==> config.mk <==
export PLATFORM = sky130hd
export DESIGN_NAME = partition_fixpoint_engine_flat
export DESIGN_NICKNAME = d
export VERILOG_FILES = /design/src/rtl/pfx_if.sv /design/src/rtl/partition_fixpoint_engine.sv /design/src/flat_wrapper.sv
export SDC_FILE = /design/constraint.sdc
export NUM_CORES = 1
export LEC_CHECK = 0
export BUFFER_PORTS_ARGS = -buffer_cell sky130_fd_sc_hd__buf_2
export CAP_MARGIN = 25
export CELL_PAD_IN_SITES_DETAIL_PLACEMENT = 1
export CELL_PAD_IN_SITES_GLOBAL_PLACEMENT = 2
export CORE_MARGIN = 3
export CORE_UTILIZATION = 36
export DETAILED_ROUTE_END_ITERATION = 10
export PLACE_DENSITY_LB_ADDON = 0.1
export SLEW_MARGIN = 10
export SYNTH_ARGS = -nofsm -noshare
export SYNTH_HDL_FRONTEND = slang
export SYNTH_SLANG_ARGS = --single-unit
==> constraint.sdc <==
create_clock -name clk -period 5.37 [get_ports clk]
set_input_delay 0.2685 -clock clk [delete_from_list [all_inputs] [get_ports clk]]
set_output_delay 0.2685 -clock clk [all_outputs]
set_load 0.05 [all_outputs]
==> src/rtl/pfx_if.sv <==
// Partition fixpoint engine bus: run request, target/limit and results.
// Master drives the request side; the engine takes the slave side.
interface pfx_if #(
  parameter int W   = 3,
  parameter int NCH = 3,
  parameter int SW  = 8
);
  localparam int S  = 2*W+2;
  localparam int HW = (NCH > 1) ? $clog2(NCH) : 1;

  logic             start;
  logic [NCH*S-1:0] init_state;
  logic [S-1:0]     tgt_state;
  logic [SW-1:0]    max_steps;
  logic             busy;
  logic             done;
  logic             hit;
  logic [HW-1:0]    hit_idx;
  logic             cycled;
  logic             timeout;
  logic [SW-1:0]    steps;
  logic [NCH*S-1:0] state_q;

  modport master (
    output start, init_state, tgt_state, max_steps,
    input  busy, done, hit, hit_idx, cycled,
    input  timeout, steps, state_q
  );

  modport slave (
    input  start, init_state, tgt_state, max_steps,
    output busy, done, hit, hit_idx, cycled,
    output timeout, steps, state_q
  );
endinterface

==> src/rtl/partition_fixpoint_engine.sv <==
// Steps NCH {m,b,a} channels until target hit, return to start or step limit.
// Build option PFX_BIDIR_EN makes b count down in mode 2'b10.
module partition_fixpoint_engine #(
  parameter int W   = 3,
  parameter int NCH = 3,
  parameter int SW  = 8
) (
  input  logic clk,
  input  logic rst_n,
  pfx_if.slave bus
);
  localparam int S  = 2*W+2;
  localparam int N  = NCH*S;
  localparam int HW = (NCH > 1) ? $clog2(NCH) : 1;

  typedef enum logic [1:0] {
    IDLE,
    RUN,
    DONE
  } state_t;

  state_t        st_q, st_d;
  logic [N-1:0]  cur_q, cur_d;
  logic [N-1:0]  snap_q, snap_d;
  logic [N-1:0]  stepped;
  logic [SW-1:0] steps_q, steps_d;
  logic          hit_q, hit_d;
  logic          cyc_q, cyc_d;
  logic          to_q, to_d;
  logic [HW-1:0] idx_q, idx_d;
  logic          any_hit;
  logic [HW-1:0] hit_sel;
  logic          is_cyc;
  logic          is_to;

  function automatic logic [S-1:0] step_ch(
    input logic [S-1:0] c
  );
    logic [W-1:0] a;
    logic [W-1:0] b;
    logic [1:0]   m;
    a = c[W-1:0];
    b = c[2*W-1:W];
    m = c[S-1:2*W];
    if (!(m[1] ^ m[0])) begin
      a = a + 1'b1;
    end else begin
`ifdef PFX_BIDIR_EN
      if (m == 2'b10) b = b - 1'b1;
      else            b = b + 1'b1;
`else
      b = b + 1'b1;
`endif
    end
    m = {m[0], ~m[1]};
    return {m, b, a};
  endfunction

  always_comb begin
    stepped = '0;
    for (int i = 0; i < NCH; i++) begin
      stepped[i*S +: S] = step_ch(cur_q[i*S +: S]);
    end
  end

  // Scan high to low so the lowest matching channel wins.
  always_comb begin
    any_hit = 1'b0;
    hit_sel = '0;
    for (int i = NCH-1; i >= 0; i--) begin
      if (cur_q[i*S +: S] == bus.tgt_state) begin
        any_hit = 1'b1;
        hit_sel = HW'(i);
      end
    end
  end

  assign is_cyc = (steps_q != '0) && (cur_q == snap_q);
  assign is_to  = (steps_q == bus.max_steps);

  always_comb begin
    st_d    = st_q;
    cur_d   = cur_q;
    snap_d  = snap_q;
    steps_d = steps_q;
    hit_d   = hit_q;
    cyc_d   = cyc_q;
    to_d    = to_q;
    idx_d   = idx_q;
    unique case (st_q)
      IDLE: begin
        if (bus.start) begin
          st_d    = RUN;
          cur_d   = bus.init_state;
          snap_d  = bus.init_state;
          steps_d = '0;
          hit_d   = 1'b0;
          cyc_d   = 1'b0;
          to_d    = 1'b0;
          idx_d   = '0;
        end
      end
      RUN: begin
        if (any_hit) begin
          st_d  = DONE;
          hit_d = 1'b1;
          idx_d = hit_sel;
        end else if (is_cyc) begin
          st_d  = DONE;
          cyc_d = 1'b1;
        end else if (is_to) begin
          st_d = DONE;
          to_d = 1'b1;
        end else begin
          cur_d   = stepped;
          steps_d = steps_q + 1'b1;
        end
      end
      DONE: st_d = IDLE;
      default: st_d = IDLE;
    endcase
  end

  always_ff @(posedge clk or negedge rst_n) begin
    if (!rst_n) begin
      st_q    <= IDLE;
      cur_q   <= '0;
      snap_q  <= '0;
      steps_q <= '0;
      hit_q   <= 1'b0;
      cyc_q   <= 1'b0;
      to_q    <= 1'b0;
      idx_q   <= '0;
    end else begin
      st_q    <= st_d;
      cur_q   <= cur_d;
      snap_q  <= snap_d;
      steps_q <= steps_d;
      hit_q   <= hit_d;
      cyc_q   <= cyc_d;
      to_q    <= to_d;
      idx_q   <= idx_d;
    end
  end

  assign bus.busy    = (st_q == RUN);
  assign bus.done    = (st_q == DONE);
  assign bus.hit     = hit_q;
  assign bus.hit_idx = idx_q;
  assign bus.cycled  = cyc_q;
  assign bus.timeout = to_q;
  assign bus.steps   = steps_q;
  assign bus.state_q = cur_q;
endmodule

==> src/flat_wrapper.sv <==
// flat-port wrapper written by rule: the top's interface ports become plain ports
module partition_fixpoint_engine_flat 
#(
  parameter int W   = 3,
  parameter int NCH = 3,
  parameter int SW  = 8
)
  (clk, rst_n, bus_start, bus_init_state, bus_tgt_state, bus_max_steps, bus_busy, bus_done, bus_hit, bus_hit_idx, bus_cycled, bus_timeout, bus_steps, bus_state_q);
  pfx_if #(.W(W), .NCH(NCH), .SW(SW)) bus_i ();
  input  logic clk;
  input  logic rst_n;
  input wire logic [$bits(bus_i.start)-1:0] bus_start;
  input wire logic [$bits(bus_i.init_state)-1:0] bus_init_state;
  input wire logic [$bits(bus_i.tgt_state)-1:0] bus_tgt_state;
  input wire logic [$bits(bus_i.max_steps)-1:0] bus_max_steps;
  output wire logic [$bits(bus_i.busy)-1:0] bus_busy;
  output wire logic [$bits(bus_i.done)-1:0] bus_done;
  output wire logic [$bits(bus_i.hit)-1:0] bus_hit;
  output wire logic [$bits(bus_i.hit_idx)-1:0] bus_hit_idx;
  output wire logic [$bits(bus_i.cycled)-1:0] bus_cycled;
  output wire logic [$bits(bus_i.timeout)-1:0] bus_timeout;
  output wire logic [$bits(bus_i.steps)-1:0] bus_steps;
  output wire logic [$bits(bus_i.state_q)-1:0] bus_state_q;
  assign bus_i.start = bus_start;
  assign bus_i.init_state = bus_init_state;
  assign bus_i.tgt_state = bus_tgt_state;
  assign bus_i.max_steps = bus_max_steps;
  assign bus_busy = bus_i.busy;
  assign bus_done = bus_i.done;
  assign bus_hit = bus_i.hit;
  assign bus_hit_idx = bus_i.hit_idx;
  assign bus_cycled = bus_i.cycled;
  assign bus_timeout = bus_i.timeout;
  assign bus_steps = bus_i.steps;
  assign bus_state_q = bus_i.state_q;
  partition_fixpoint_engine #(.W(W), .NCH(NCH), .SW(SW)) u_core (.clk(clk), .rst_n(rst_n), .bus(bus_i));
endmodule
## Word level (Yosys, flattened, before mapping)

Index checks and enable logic that the tools add are counted.
Widths: inputs -> output; s select.

| word-level totals | value |
|---|---|
| register bits after elaboration | 63 |
| latch bits | 0 |
| bits in writable memories | 0 |
| memory bits (read-only) | 0 |
| bits of input ports | 43 |
| output and inout port bits | 39 |
| word-level logic and storage cells | 104 |
| memories kept | 0 |

| operators by class | value |
|---|---|
| $add $sub $neg | 7 |
| $mul | 0 |
| divide/modulo/power cells | 0 |
| magnitude comparators | 0 |
| equality and inequality tests | 21 |
| shifts and indexed selects | 0 |
| mux-type cells | 40 |
| bitwise operators | 6 |
| reduce and logical (&&, ||, !) cells | 16 |

Operators by type and width:

| operator | number |
|---|---|
| $mux 24 | 4 |
| $pmux 24 s2 | 1 |
| $reduce_and 6->1 | 6 |
| $eq 8x8->1 | 4 |
| $mux 8 | 4 |
| $eq 24x24->1 | 1 |
| $add 3x1->3 const B | 6 |
| $mux 2 | 9 |
| $mux 3 | 6 |
| $pmux 8 s2 | 1 |
| $ne 2x2->1 const B | 7 |
| $ne 2x1->1 const B | 6 |
| $mux 1 | 10 |
| $reduce_and 5->1 | 2 |
| $add 8x1->8 const B | 1 |
| $pmux 2 s2 | 2 |
| $reduce_bool 8->1 | 1 |
| $pmux 1 s2 | 3 |
| $ne 4x1->1 const B | 1 |
| $reduce_and 2->1 | 2 |
| $reduce_and 4->1 | 1 |
| $not 1->1 | 3 |
| $reduce_and 3->1 | 1 |
| $xor 1x1->1 | 3 |
| 5 further kinds | 5 |

## Logic depth before layout (Yosys ltp)

| logic depth | value |
|---|---|
| word-level depth | 6 |
| mapped depth | 10 |

## Worst setup path before layout

No wires, ideal clock.

| path | value |
|---|---|
| path type | register -> register |
| from | reg u_core.steps_q[0] (netlist: u_core.bus.steps[0]) |
| to | reg u_core.cur_q[14] (netlist: u_core.bus.state_q[14]) |
| arrival | 2.458 ns |
| data required time | 5.249 ns |
| path slack | 2.791 ns |
| cell stages (with the launch flop) | 11 |
| buffers on the path | 1 |
| clock period less this slack | 2.579 ns |
| path through | dfrtp_1 -> inv_1 -> ha_1 -> nor4b_2 -> a2111oi_4 -> nand4_4 -> and2_1 -> buf_6 -> o21ai_4 -> inv_2 -> o22a_1 |

| on the way | value |
|---|---|
| longest elaborated chain between the ends | 4 |
| elaborated cells on any way between the ends | 6 |

Ends and longest elaborated chain:

| item | line | RTL |
|---|---|---|
| start: declaration | partition_fixpoint_engine.sv:26 | `logic [SW-1:0] steps_q, steps_d;` |
| start signal: assignment | partition_fixpoint_engine.sv:138 | `steps_q <= steps_d;` |
| $reduce_bool 8->1 | partition_fixpoint_engine.sv:78 | `assign is_cyc = (steps_q != '0) && (cur_q == snap_q);` |
| $logic_and 1x1->1 | partition_fixpoint_engine.sv:78 |  |
| $ne 2x2->1 (no source line) | -- |  |
| $reduce_and 5->1 (no source line) * | -- |  |
| end signal: assignment | partition_fixpoint_engine.sv:136 | `cur_q <= cur_d;` |
| end: declaration | partition_fixpoint_engine.sv:23 | `logic [N-1:0] cur_q, cur_d;` |

Mark *: on every way between the ends. The rest lies on a longest branch, timed or not.
A chain may end at the register's enable or synchronous reset.

## Worst setup path after layout

| path | value |
|---|---|
| from | reg u_core.st_q[1] |
| to | reg u_core.cur_q[2] (netlist: u_core.bus.state_q[2]) |

| on the way | value |
|---|---|
| longest elaborated chain between the ends | 3 |
| elaborated cells on any way between the ends | 10 |

Ends and longest elaborated chain:

| item | line | RTL |
|---|---|---|
| start: declaration | partition_fixpoint_engine.sv:22 | `state_t st_q, st_d;` |
| start signal: assignment | partition_fixpoint_engine.sv:135 | `st_q <= st_d;` |
| $eq 2x1->1 / $logic_not 2->1 (equally long branches) | partition_fixpoint_engine.sv:90 | `unique case (st_q)` |
| $ne 2x2->1 (no source line) / $reduce_bool 2->1 (equally long branches) | -- |  |
| $reduce_and 6->1 (no source line) | -- |  |

Parallel ways exist; a longest one is shown, timed or not.

==> flow_metrics.env <==
export IMPL_slew_limit_headroom_pct=39.9
export IMPL_layout_commonest_cell="buf_2"
export IMPL_layout_setup_ws_ns=1.99
export IMPL_synth_compound_area_share_pct=15.5
export IMPL_path_clk_slew_ns=0.07
export IMPL_crit_fanout=37
export IMPL_status="complete, no violations"
export IMPL_cp_required_ns=5.61
export IMPL_async_flop_share_pct=100
export IMPL_drive_gt1_share_pct=21.9
export IMPL_synth_top_family_by_area="simple AND/OR/NAND/NOR gates"
export IMPL_via_count=3592
export IMPL_fmax_mhz=296
export IMPL_clockBufferDepth=2
export IMPL_worst_slew_pin_slew_ns=0.901
export IMPL_crit_path_start_kind="flop"
export IMPL_gp_congestion=0.836
export IMPL_setup_viol=0
export IMPL_antenna_cells=0
export IMPL_synth_edf_count=0
export IMPL_grt_pass1_vias=3720
export IMPL_fp_row_count=37
export IMPL_drt_wirelength_per_cell_um=21.2
export IMPL_mostFrequentLayoutCells="buf_2, nand2_1, dfrtp_1"
export IMPL_area_growth_pct=17.5
export IMPL_initial_utilization_pct=37.3
export IMPL_leakage_uw=0.00215
export IMPL_drtIter0Drc=217
export IMPL_die_area_um2=12100
export IMPL_ff2ff_path_depth=9
export IMPL_ir_drop_v=0.000351
export IMPL_rsz0062_at_grt="no"
export IMPL_syn_area_um2=3880
export IMPL_skew_ns=0.0101
export IMPL_fillers=1270
export IMPL_overflow=0
export IMPL_hold_path_class="input pin to async pin"
export IMPL_hold_worst_slack_ns=0.0746
export IMPL_track_usage_pct=23.8
export IMPL_port_buffers=81
export IMPL_netlist_instances=431
export IMPL_hold_violations=0
export IMPL_synth_nets=482
export IMPL_drt_first_pass_iters=5
export IMPL_syn_avg_cell_area_um2=9.01
export IMPL_design_area_um2=4560
export IMPL_r2r_slack_ns=1.99
export IMPL_synthMuxAreaShare_pct=0
export IMPL_cts_buffers=9
export IMPL_grt_pass1_wl_um=21400
export IMPL_core_area_um2=10400
export IMPL_period_share_pct=63.0
export IMPL_cts_tree="done"
export IMPL_arrival_ns=3.63
export IMPL_vias_per_cell=5.60
export IMPL_cp_end_kind="flop"
export IMPL_r2r_end="u_core.bus.state_q[2]"
export IMPL_drv_cap=0
export IMPL_synth_main_ff_cell="dfrtp_1"
export IMPL_maxSlewViolCount=0
export IMPL_synthAdderAreaFrac_pct=2.58
export IMPL_cts_root_buffer="clkbuf_8"
export IMPL_synth_xor_area_share_pct=14.0
export IMPL_cts_hold_fix_buffers=0
export IMPL_synth_cell_type_count=56
export IMPL_ys_seq_area_share_pct=40.6
export IMPL_dp_hpwl_um=9810
export IMPL_ios=82
export IMPL_pre_cts_slack_ns=2.04
export IMPL_grt_max_degree=64
export IMPL_antenna_found_initial=0
export IMPL_final_nets=552
export IMPL_post_cts_resized=0
export IMPL_synth_seq_cells=63
export IMPL_clk_latency_ns=0.36
export IMPL_fin_tns_setup_ns=0
export IMPL_ant_nets=0
export IMPL_cts_setup_buffers=0
export IMPL_fp_dieW_um=110
export IMPL_h_tree_depth=3
export IMPL_critical_path_class="flop to flop"
export IMPL_die_h_um=110
export IMPL_period_needed_ns=3.38
export IMPL_reg2reg_from="u_core.st_q[1]"
export IMPL_p_per_area_nw_per_um2=728
export IMPL_routed_wl_um=13600
export IMPL_synth_simple_area_share_pct=23.6
export IMPL_ys_warn_count=0
export IMPL_clkSinkCount=63
export IMPL_drc=0
export IMPL_placed_area_um2=4370
## worst max-delay path by stage
stage,to,depth (start not counted),startpoint
CTS,u_core.bus.state_q[2],9,u_core.st_q[1]
floorplan,u_core.bus.state_q[14],10,u_core.bus.steps[0]
finish,u_core.bus.state_q[2],9,u_core.st_q[1]
global route,u_core.bus.state_q[2],9,u_core.st_q[1]
detailed placement,u_core.bus.state_q[2],9,u_core.st_q[1]
global placement,u_core.bus.state_q[17],7,u_core.st_q[1]
## cell type report
cell class,instances,area (µm²),area share (%)
sequential,63,1580,34.6
inverter,6,22.5,0.494
timing repair buffer,85,435,9.54
multi-input combinational,336,2160,47.4
clock inverter,2,12.5,0.274
clock buffer,14,183,4.00
tap,136,170,3.73
## cells by family (layout without fill, tap and decap cells)
logic type      Yosys count  in the layout
fa+ha+maj                 8              8
flops                    63             63
compound gates           81             81
simple gates            185            185
xor+xnor                 62             62
buf+inv                  32            107
## flip-flops by register name, indices dropped and copies added, names as in the netlist
signal,cells
u_core.bus.state_q,24
u_core.snap_q,24
u_core.bus.hit_idx,2
u_core.bus.timeout,1
u_core.bus.steps,8
u_core.bus.hit,1
u_core.st_q,2
u_core.bus.cycled,1
## per-layer routing
layer	wire length, µm	part of all wire, %	global-route usage [%]	up-vias
met5	0	0	0	-
met4	282	2.1	8.19	0
met3	719	5.3	4.52	19
met2	6130	45	36.2	113
met1	6460	48	33.7	1791
li1	-	-	-	1669
## critical path: stages (launching register included)
cell and delay [ns]:
dfrtp_1 0.37, nand2b_2 0.65, inv_2 0.51, nand2_1 0.20, nor3_1 0.07, buf_4 0.16
nor2_1 0.51, o21ai_0 0.19, o21a_1 0.20, or3_1 0.36
## through the flow
stage               util [%]  total power [µW]  instances
floorplan                  -              2370        431
global placement        41.9              2880        626
detailed placement      41.9              2910        626
CTS                     43.8              3340        642
global route            43.8              3560        642
finish                  43.8              3320        642
## synth_stat cells, types with 3 or more instances
master,number,area (µm²)
xnor2_1,48,420
inv_1,4,15.0
nor4_1,7,43.8
buf_1,5,18.8
a21oi_1,11,55.1
o21ai_1,5,25.0
and2_1,3,18.8
clkbuf_1,11,41.3
a31oi_1,7,43.8
or4_1,3,22.5
nand2_1,79,297
nor2_1,24,90.1
nand4_1,17,106
ha_1,8,100
a21o_1,3,22.5
o31ai_1,3,22.5
buf_2,7,35.0
o22ai_1,3,18.8
xor2_1,14,123
o21ai_0,9,45.0
nor3_1,8,40.0
o211ai_1,7,52.6
nand3_1,24,120
o22a_1,14,123
dfrtp_1,63,1580
and3_1,6,37.5
## where the power goes
part / internal, µW / switching (µW)
logic: 651 / 1250
registers: 681 / 321
clock network: 218 / 202
total: 1550 / 1770
(Power assumes the default switching activity.)
